**config.mk**
```make
export PLATFORM = sky130hd
export DESIGN_NAME = tpm_locality_arbiter
export DESIGN_NICKNAME = d
export VERILOG_FILES = /design/src/rtl/tpm_locality_arbiter_pkg.sv /design/src/rtl/tpm_loc_prio_enc.sv /design/src/rtl/tpm_locality_arbiter.sv
export SDC_FILE = /design/constraint.sdc
export NUM_CORES = 1
export LEC_CHECK = 0
export CORE_MARGIN = 3
export CORE_UTILIZATION = 53
export DETAILED_ROUTE_END_ITERATION = 10
export PLACE_DENSITY = 0.86
export RECOVER_POWER = 100
export SYNTH_ARGS = -nofsm -noshare
export SYNTH_HDL_FRONTEND = slang
export SYNTH_SLANG_ARGS = --single-unit
```
**constraint.sdc**
```tcl
create_clock -name clk_i -period 5.4 [get_ports clk_i]
set_input_delay 0.81 -clock clk_i [delete_from_list [all_inputs] [get_ports clk_i]]
set_output_delay 0.81 -clock clk_i [all_outputs]
set_load 0.01 [all_outputs]
```
**src/rtl/tpm_locality_arbiter_pkg.sv**
```systemverilog
// Purpose: shared constants and types for the TPM locality arbiter slice.
// Latency: n/a (constants, types and state encodings only).
// Backpressure: n/a.
package tpm_locality_arbiter_pkg;

  // Number of TPM localities (0..4).
  localparam int NUM_LOC = 5;

  // TPM_ACCESS bit positions, shared by the write decode and the read-back.
  localparam int ACC_EST         = 0;  // tpmEstablishment
  localparam int ACC_REQ_USE     = 1;  // requestUse
  localparam int ACC_PENDING     = 2;  // pendingRequest (read only)
  localparam int ACC_SEIZE       = 3;  // Seize (write only, reads 0)
  localparam int ACC_BEEN_SEIZED = 4;  // beenSeized
  localparam int ACC_ACTIVE      = 5;  // activeLocality
  localparam int ACC_VALID       = 7;  // tpmRegValidSts

  typedef enum logic [1:0] {
    ST_IDLE   = 2'd0,  // nobody active, nothing pending
    ST_ARB    = 2'd1,  // nobody active, requests pending
    ST_ACTIVE = 2'd2   // one locality owns the interface
  } arb_state_t;

endpackage

```
**src/rtl/tpm_loc_prio_enc.sv**
```systemverilog
// Purpose: 5-bit highest-set-bit priority encoder used to pick the ARB winner.
// Latency: combinational.
// Backpressure: none.
// Ports: i_req = request vector; o_idx = index of highest set bit; o_vld = any bit set.
module tpm_loc_prio_enc (
  input  logic [4:0] i_req,
  output logic [2:0] o_idx,
  output logic       o_vld
);

  always_comb begin
    o_idx = 3'd0;
    o_vld = |i_req;
    // Ascending scan: the last hit is the highest-numbered request.
    for (int i = 0; i < 5; i++) begin
      if (i_req[i]) begin
        o_idx = 3'(i);
      end
    end
  end

endmodule

```
**src/rtl/tpm_locality_arbiter.sv**
```systemverilog
// Purpose: arbitrates TPM interface ownership among localities 0-4 (requestUse/relinquish/Seize).
// Latency: a write takes effect at the next edge; a grant follows one cycle after the request/relinquish.
// Backpressure: none; every strobe is consumed in the cycle it is presented.
// Ports: clk_i/rst_i clock and sync reset; acc_wr/acc_loc/acc_data TPM_ACCESS write strobe;
//        rd_loc/established/access_rd read-back; active_valid/active_loc owner;
//        req_pending/been_seized per-locality flags; loc_change new-owner pulse.
module tpm_locality_arbiter #(
  parameter int NUM_LOC = tpm_locality_arbiter_pkg::NUM_LOC
) (
  input  logic               clk_i,
  input  logic               rst_i,
  input  logic               acc_wr,
  input  logic [2:0]         acc_loc,
  input  logic [7:0]         acc_data,
  input  logic [2:0]         rd_loc,
  input  logic               established,
  output logic [7:0]         access_rd,
  output logic               active_valid,
  output logic [2:0]         active_loc,
  output logic [NUM_LOC-1:0] req_pending,
  output logic [NUM_LOC-1:0] been_seized,
  output logic               loc_change
);

  import tpm_locality_arbiter_pkg::*;

  arb_state_t         r_state;
  logic               r_active_valid;
  logic [2:0]         r_active_loc;
  logic [NUM_LOC-1:0] r_pend;
  logic [NUM_LOC-1:0] r_been_seized;
  logic               r_loc_change;

  logic               w_op_ok;
  logic [NUM_LOC-1:0] w_loc_mask;
  logic [NUM_LOC-1:0] w_act_mask;
  logic [NUM_LOC-1:0] w_req_mask;
  logic [NUM_LOC-1:0] w_rel_mask;
  logic [NUM_LOC-1:0] w_clr_mask;
  logic [NUM_LOC-1:0] w_pend_wr;
  logic [NUM_LOC-1:0] w_arb_req;
  logic [NUM_LOC-1:0] w_grant_mask;
  logic [NUM_LOC-1:0] w_rd_mask;
  logic [2:0]         w_grant_idx;
  logic               w_grant_vld;
  logic               w_seize_ok;
  logic               w_rel_owner;
  logic [7:0]         w_access_rd;
  logic               w_unused_data;

  // Bits outside the four command bits carry no meaning on a write.
  assign w_unused_data = ^{acc_data[7:6], acc_data[ACC_PENDING], acc_data[ACC_EST]};

  // A write is acted on only for a real locality and with exactly one command bit set.
  assign w_op_ok = acc_wr && (acc_loc < 3'(NUM_LOC)) &&
                   $onehot({acc_data[ACC_ACTIVE], acc_data[ACC_BEEN_SEIZED],
                            acc_data[ACC_SEIZE], acc_data[ACC_REQ_USE]});

  assign w_loc_mask = NUM_LOC'(1) << acc_loc;
  assign w_act_mask = r_active_valid ? (NUM_LOC'(1) << r_active_loc) : '0;

  // requestUse from the current owner is meaningless and dropped.
  assign w_req_mask = (w_op_ok && acc_data[ACC_REQ_USE])     ? (w_loc_mask & ~w_act_mask) : '0;
  assign w_rel_mask = (w_op_ok && acc_data[ACC_ACTIVE])      ? w_loc_mask : '0;
  assign w_clr_mask = (w_op_ok && acc_data[ACC_BEEN_SEIZED]) ? w_loc_mask : '0;

  assign w_pend_wr = (r_pend | w_req_mask) & ~w_rel_mask;

  // The grant sees the pre-write pending set minus any relinquish: a request
  // landing on the grant edge waits, a relinquish from the winner removes it.
  assign w_arb_req = r_pend & ~w_rel_mask;

  tpm_loc_prio_enc u_prio_enc (
    .i_req (w_arb_req),
    .o_idx (w_grant_idx),
    .o_vld (w_grant_vld)
  );

  assign w_grant_mask = NUM_LOC'(1) << w_grant_idx;

  assign w_seize_ok  = w_op_ok && acc_data[ACC_SEIZE] && (r_state == ST_ACTIVE) &&
                       (acc_loc > r_active_loc);
  assign w_rel_owner = w_op_ok && acc_data[ACC_ACTIVE] && (r_state == ST_ACTIVE) &&
                       (acc_loc == r_active_loc);

  always_ff @(posedge clk_i) begin
    if (rst_i) begin
      r_state        <= ST_IDLE;
      r_active_valid <= 1'b0;
      r_active_loc   <= 3'd0;
      r_pend         <= '0;
      r_been_seized  <= '0;
      r_loc_change   <= 1'b0;
    end else begin
      r_loc_change  <= 1'b0;
      r_been_seized <= (r_been_seized | (w_seize_ok ? w_act_mask : '0)) & ~w_clr_mask;
      case (r_state)
        ST_IDLE: begin
          r_pend <= w_pend_wr;
          if (|w_pend_wr) begin
            r_state <= ST_ARB;
          end
        end
        ST_ARB: begin
          if (w_grant_vld) begin
            r_pend         <= w_pend_wr & ~w_grant_mask;
            r_state        <= ST_ACTIVE;
            r_active_valid <= 1'b1;
            r_active_loc   <= w_grant_idx;
            r_loc_change   <= 1'b1;
          end else begin
            r_pend  <= w_pend_wr;
            r_state <= (|w_pend_wr) ? ST_ARB : ST_IDLE;
          end
        end
        ST_ACTIVE: begin
          if (w_rel_owner) begin
            r_pend         <= w_pend_wr;
            r_active_valid <= 1'b0;
            r_active_loc   <= 3'd0;
            r_state        <= (|w_pend_wr) ? ST_ARB : ST_IDLE;
          end else if (w_seize_ok) begin
            // Ownership moves straight to the seizer with no idle gap.
            r_pend       <= w_pend_wr & ~w_loc_mask;
            r_active_loc <= acc_loc;
            r_loc_change <= 1'b1;
          end else begin
            r_pend <= w_pend_wr;
          end
        end
        default: begin
          r_state        <= ST_IDLE;
          r_active_valid <= 1'b0;
          r_active_loc   <= 3'd0;
          r_pend         <= '0;
        end
      endcase
    end
  end

  // Read-back of TPM_ACCESS for rd_loc; unimplemented localities read all ones.
  always_comb begin
    w_rd_mask   = NUM_LOC'(1) << rd_loc;
    w_access_rd = 8'hFF;
    if (rd_loc < 3'(NUM_LOC)) begin
      w_access_rd                  = 8'h00;
      w_access_rd[ACC_VALID]       = 1'b1;
      w_access_rd[ACC_ACTIVE]      = r_active_valid && (r_active_loc == rd_loc);
      w_access_rd[ACC_BEEN_SEIZED] = |(r_been_seized & w_rd_mask);
      w_access_rd[ACC_PENDING]     = |(r_pend & ~w_rd_mask);
      w_access_rd[ACC_REQ_USE]     = |(r_pend & w_rd_mask);
      w_access_rd[ACC_EST]         = established;
    end
  end

  assign access_rd    = w_access_rd;
  assign active_valid = r_active_valid;
  assign active_loc   = r_active_loc;
  assign req_pending  = r_pend;
  assign been_seized  = r_been_seized;
  assign loc_change   = r_loc_change;

endmodule
```
==> Word-level counts from Yosys, hierarchy flattened <==
Index checks and enable logic that the tools add are counted.
{ "classes": {"n_lt_le_gt_ge": 3, "reduce_logical": 20, "eq_ne": 9, "shift": 4, "n_bitwise": 18, "add_sub_neg": 3, "n_mux": 30} }
{ "op_table": {"columns": ["op", "count"], "rows": [
  ["$and 5x5->5", 9],
  ["$mux 5", 8],
  ["$not 5->5", 6],
  ["$reduce_or 5->1", 5],
  ["$shl 1x3->5 const A", 4],
  ["$pmux 5 s3", 1],
  ["$mux 3", 4],
  ["$logic_and 1x1->1", 11],
  ["$mux 2", 5],
  ["$or 5x5->5", 2],
  ["$pmux 3 s3", 1],
  ["$mux 1", 7],
  ["$mux 7", 1],
  ["$eq 3x3->1", 2],
  ["$lt 3x3->1 const B", 2],
  ["$pmux 2 s3", 1],
  ["$reduce_and 3->1", 2],
  ["$add 1x1->2", 2],
  ["$ne 2x2->1 const B", 2],
  ["$add 2x2->3", 1],
  ["$eq 3x1->1 const B", 1],
  ["$gt 3x3->1", 1],
  ["$ne 3x3->1 const B", 1],
  ["$pmux 1 s3", 1],
  ["other kinds (7)", 7]
]} }
{ "word_totals": {"word_cells": 93, "regBits": 17, "output_inout_bits": 23, "inputBits": 18} }

==> Logic depth before layout (Yosys ltp) <==
{ "logic_depth": {"word_depth": 17, "mapped_depth": 13, "depth_no_buf": 11} }

==> Cells and area by module <==
From an unflattened synthesis, not the netlist that was laid out.
{ "unflattened": {"cells_unflattened": 212, "area_unflattened_um2": 1606.5} }
{ "modules_own_cells": {"columns": ["module", "seq_area_each_um2", "area_per_inst_um2", "cells_per_inst", "n_inst"], "rows": [
  ["tpm_locality_arbiter", 340.3, 1564.0, 204, 1],
  ["tpm_loc_prio_enc", 0.0, 42.5, 8, 1]
]} }

==> Least setup slack after synthesis <==
No wires, ideal clock.
{ "synth_timing": {"path_kind": "in2reg", "startpoint": "input port acc_data[5]", "endpoint": "register r_state[0]", "t_arrival_ps": 3630, "slack_ps": 1678, "path_buffers": 2, "stages": 13, "path_cell_list": "clkbuf_1 inv_1 fa_1 inv_1 ha_1 ha_1 and4bb_4 buf_6 nand3_2 o32a_1 nor4b_4 or4_1 o32ai_1"} }
{ "synth_between": {"elab_chain_len": 12} }
{ "synth_rtl": {"columns": ["element", "line", "source"], "rows": [
  ["start: declaration", "tpm_locality_arbiter.sv:14", "input logic [7:0] acc_data,"],
  ["$add 1x1->2 (implied by the code)", "tpm_locality_arbiter.sv:56", "$onehot({acc_data[ACC_ACTIVE], acc_data[ACC_BEEN_SEIZED],"],
  ["$add 2x2->3 (implied by the code)", "tpm_locality_arbiter.sv:56", null],
  ["$eq 3x1->1", "tpm_locality_arbiter.sv:56", null],
  ["$logic_and 1x1->1", "tpm_locality_arbiter.sv:55", "assign w_op_ok = acc_wr && (acc_loc < 3'(NUM_LOC)) &&"],
  ["$logic_and 1x1->1 (on tied branches)", "tpm_locality_arbiter.sv:63, tpm_locality_arbiter.sv:64, tpm_locality_arbiter.sv:83", null],
  ["$mux 5 (on tied branches)", "tpm_locality_arbiter.sv:63, tpm_locality_arbiter.sv:64", null],
  ["$or 5x5->5 / $not 5->5 (equally long branches)", "tpm_locality_arbiter.sv:67, tpm_locality_arbiter.sv:71", null],
  ["$and 5x5->5", "tpm_locality_arbiter.sv:67", "assign w_pend_wr = (r_pend | w_req_mask) & ~w_rel_mask;"],
  ["$reduce_or 5->1", "tpm_locality_arbiter.sv:100, tpm_locality_arbiter.sv:113, tpm_locality_arbiter.sv:121", null],
  ["$mux 1", "tpm_locality_arbiter.sv:113, tpm_locality_arbiter.sv:121", null],
  ["$mux 2 (on tied branches)", "tpm_locality_arbiter.sv:117, tpm_locality_arbiter.sv:105", null],
  ["$pmux 2 s3", "tpm_locality_arbiter.sv:97", "case (r_state)"],
  ["end signal: assignment", "tpm_locality_arbiter.sv:113", "r_state <= (|w_pend_wr) ? ST_ARB : ST_IDLE;"],
  ["end signal: assignment", "tpm_locality_arbiter.sv:121", "r_state <= (|w_pend_wr) ? ST_ARB : ST_IDLE;"],
  ["end: declaration", "tpm_locality_arbiter.sv:27", "arb_state_t r_state;"]
]} }
Parallel ways exist; a longest one is shown, timed or not. The select of a mux whose other input is x is not followed.
A chain may end at the register's enable or synchronous reset.

==> Worst setup path after layout <==
{ "layout_timing": {"startpoint": "input port acc_data[5]", "endpoint": "register r_state[1]"} }
{ "layout_between": {"elab_chain_len": 11} }
{ "layout_rtl": {"columns": ["element", "line"], "rows": [
  ["$add 1x1->2 (implied by the code)", "tpm_locality_arbiter.sv:56"],
  ["$add 2x2->3 (implied by the code)", "tpm_locality_arbiter.sv:56"],
  ["$eq 3x1->1", "tpm_locality_arbiter.sv:56"],
  ["$logic_and 1x1->1", "tpm_locality_arbiter.sv:55"],
  ["$logic_and 1x1->1 (on tied branches)", "tpm_locality_arbiter.sv:63, tpm_locality_arbiter.sv:64, tpm_locality_arbiter.sv:83"],
  ["$mux 5 (on tied branches)", "tpm_locality_arbiter.sv:63, tpm_locality_arbiter.sv:64"],
  ["$or 5x5->5 / $not 5->5 (equally long branches)", "tpm_locality_arbiter.sv:67, tpm_locality_arbiter.sv:71"],
  ["$and 5x5->5 (on tied branches)", "tpm_locality_arbiter.sv:67, tpm_locality_arbiter.sv:71"],
  ["$reduce_or 5->1 (on tied branches)", "tpm_locality_arbiter.sv:100, tpm_loc_prio_enc.sv:13"],
  ["$ne 2x2->1 (no source line) / $mux 2 (equally long branches)", null],
  ["$reduce_and 2->1 (no source line) / $pmux 2 s3 (equally long branches)", null]
]} }
Parallel ways exist; a longest one is shown, timed or not.

==> results.json <==
{
  "ioPinCount": 41,
  "via_count": 1671,
  "wl_um": 4320,
  "critical_path_class": "in2reg",
  "power.static_leakage_uw": 0.000747,
  "starting_density_of_the_core_pct": 56.7,
  "syn_area_per_cell_um2": 7.71,
  "firstDrtPassIters": 4,
  "grt_max_degree": 20,
  "setup.worst_path.end_class": "flip-flop",
  "fin_hold_ws_ns": 0.567,
  "maxUsedRoutingLayer": "met4",
  "antenna_cells_inserted": 0,
  "post_synth_instance_area_um2": 1600,
  "pwr_density_cell_nw_per_um2": 138,
  "place_area_um2": 1920,
  "grt_setup_unrepaired": "no",
  "post-route-period-util_pct": 85.8,
  "path_clk_slew_ns": 0.11,
  "buffer_ports.inserted": 35,
  "layout.cells.most_common": "sky130_fd_sc_hd__dlygate4sd3_1",
  "ys_warn_count": 0,
  "drtAntennaViolNets": 0,
  "grt_first_pass_wirelength_um": 7160,
  "grt.total_usage_pct": 25.7,
  "remaining_drc_errors": 0,
  "timing.final.max_slew_violations": 0,
  "max_freq_mhz": 216,
  "synth_to_layout_area_growth_pct": 19.7,
  "synth_top_cells_by_area": "sky130_fd_sc_hd__dfxtp_1, sky130_fd_sc_hd__ha_1, sky130_fd_sc_hd__inv_1, sky130_fd_sc_hd__nor2_1, sky130_fd_sc_hd__nand2_1",
  "place.gp.congestion": 0.993,
  "cts_hold_repair.buffers": 0,
  "stdcell_area_um2": 1920,
  "cts_root_buffer": "sky130_fd_sc_hd__clkbuf_4",
  "vdd.ir_drop.worst_mv": 0.140,
  "cts.sinks": 17,
  "synthesized_instance_count": 208,
  "final_total_negative_setup_slack_ns": 0,
  "drt_iter0_markers": 158,
  "relSlewSlack_pct": 60.3,
  "rows": 19,
  "worst-endpoint-required_ns": 5.60,
  "syn_nets": 236,
  "synth-async-reset-ratio_pct": 0,
  "synth_top_cell_by_area": "sky130_fd_sc_hd__dfxtp_1",
  "max-clock-path-buffers": 2,
  "final.min_clock_period_ns": 4.63,
  "ys.flop_type": "sky130_fd_sc_hd__dfxtp_1",
  "utilization_pct": 67.9,
  "postSynthRegisterBits": 17,
  "routedLengthMet1_um": 1940,
  "via_per_inst": 6.35,
  "hpwl_detailed_um": 3340,
  "critical_path.startpoint_type": "input port",
  "most-common-layout-cells": "sky130_fd_sc_hd__dlygate4sd3_1, sky130_fd_sc_hd__inv_1, sky130_fd_sc_hd__dfxtp_1",
  "fin_nets": 261,
  "floorplan.die.width_um": 61.0,
  "detail_route.wl_per_cell_um": 16.4,
  "grt-ovfl-total": 0,
  "synth-edff-count": 0,
  "filler_cells": 273,
  "first_global_vias": 1552,
  "tritoncts": "done",
  "initial_antenna_violation_count": 0,
  "final_standard_cell_count_with_taps_included_and_fillers_excluded": 263,
  "die_height_um": 61.0,
  "cell_chain_of_the_critical_path": "dlygate4sd3_1, inv_1, fa_1, inv_1, ha_1, ha_1, and4bb_1, a31oi_1, or2_0, nor4b_1, a21oi_1, o31ai_1",
  "timing.critical_path.slowest_cell_delay_ns": 0.79,
  "netlist.area_leader.share_pct": 21.2,
  "multi_input_area_um2": 1090,
  "post_cts_buffers": 0,
  "crit_slowest_cell": "sky130_fd_sc_hd__dlygate4sd3_1",
  "final-seq-area_um2": 340,
  "final-hold-violation-count": 0,
  "h_tree_depth": 1,
  "skew_pair_late_insertion_delay_ns": 0.30,
  "drive_gt1_share_pct": 4.74,
  "dieArea_um2": 3720,
  "synth_cell_types": 58,
  "setup_viol": 0,
  "critical_path.max_fanout": 14,
  "cts_made_buffers": 3,
  "route.met3.wl_um": 265,
  "tightest_slew_ns": 0.593,
  "min-delay-path-class": "reg2reg",
  "status": "finished, final reports clean",
  "coreArea_um2": 2830,
  "cts_resized": 0,
  "crit_arrival_ns": 4.83,
  "max_cap_violations": 0,
  "proportion_of_synthesized_chip_area_in_sequential_cells_pct": 21.2,
  "clock_skew_ns": 0.00982,
  "placedCellCount": 259,
  "routed-wl-met2_um": 2000
}
==> cell families (layout without fill, tap and decap cells) <==
family	after synthesis	in the layout	synth area share, %
other	1	1	0.234
flip-flops	17	17	21.2
adder cells (fa/ha/maj)	10	10	8.27
buffers and inverters	35	59	9.44
multiplexers	4	4	2.50
AO/OA/AOI/OAI	61	61	27.5
XOR/XNOR	4	4	2.18
AND/OR/NAND/NOR	76	76	28.7
==> state kept, by name, indices dropped and copies added (netlist names) <==
| signal | flops |
|---|---|
| r_state | 2 |
| active_valid | 1 |
| req_pending | 5 |
| been_seized | 5 |
| loc_change | 1 |
| active_loc | 3 |
==> report_power, final <==
| part | internal [uW] | total (uW) | switching [uW] |
|---|---|---|---|
| Sequential | 126 | 127 | 0.798 |
| Combinational | 29.9 | 69.3 | 39.5 |
| Clock | 27.6 | 69.3 | 41.7 |
| Total | 184 | 266 | 82.0 |
==> metrics by stage <==
step	total power (uW)	worst slack (ns)
finish	266	0.766
global route	280	0.505
CTS	270	1.29
detailed placement	202	0.999
global placement	201	1.02
floorplan	177	1.68
==> final cells by class <==
type | count | share of cell area (%)
clock buffer | 3 | 1.17
clock inverter | 1 | 0.261
inverter | 20 | 3.91
multi-input combinational | 156 | 56.7
sequential | 17 | 17.7
tap | 31 | 2.02
timing repair buffer | 35 | 18.2
==> worst max-delay path, delay by kind of cell <==
kind	cells	cell delay, ns
fa+ha+maj	3	0.93
buf+inv	3	0.99
simple gates	3	1.35
compound gates	3	0.74
==> cells in the mapped netlist (3+ instances only) <==
master and n:
sky130_fd_sc_hd__and3_1 5, sky130_fd_sc_hd__nand3b_1 3, sky130_fd_sc_hd__a21oi_1 11, sky130_fd_sc_hd__nand2b_1 5
sky130_fd_sc_hd__nand2_1 15, sky130_fd_sc_hd__a31oi_1 8, sky130_fd_sc_hd__inv_1 20, sky130_fd_sc_hd__nor3_1 3
sky130_fd_sc_hd__nor2b_1 4, sky130_fd_sc_hd__a211oi_1 5, sky130_fd_sc_hd__mux2i_1 4, sky130_fd_sc_hd__nand3_1 6
sky130_fd_sc_hd__clkbuf_1 9, sky130_fd_sc_hd__o21ai_0 7, sky130_fd_sc_hd__nor3b_2 3, sky130_fd_sc_hd__nor2_1 16
sky130_fd_sc_hd__xnor2_1 3, sky130_fd_sc_hd__o31ai_1 4, sky130_fd_sc_hd__buf_4 3, sky130_fd_sc_hd__a41oi_1 4
sky130_fd_sc_hd__dfxtp_1 17, sky130_fd_sc_hd__ha_1 9
==> routing by layer <==
metal  vias up  GRT usage (%)
met2        74           42.3
met1       771           33.3
li1        816              -
met5         -              0
met4         0           9.60
met3        10           5.03
==> worst paths after layout <==
| check | from | endpoint | slack, ns | cells after the start |
|---|---|---|---|---|
| setup / recovery | acc_data[5] | r_state[1] | 0.77 | 12 |
| hold / removal | been_seized[2] | been_seized[2] | 0.57 | 2 |
| setup reg to reg | active_loc[1] | active_loc[0] | 2.69 | 7 |
| hold reg to reg | been_seized[2] | been_seized[2] | 0.57 | 2 |
Power figures use the tool's default switching activity.
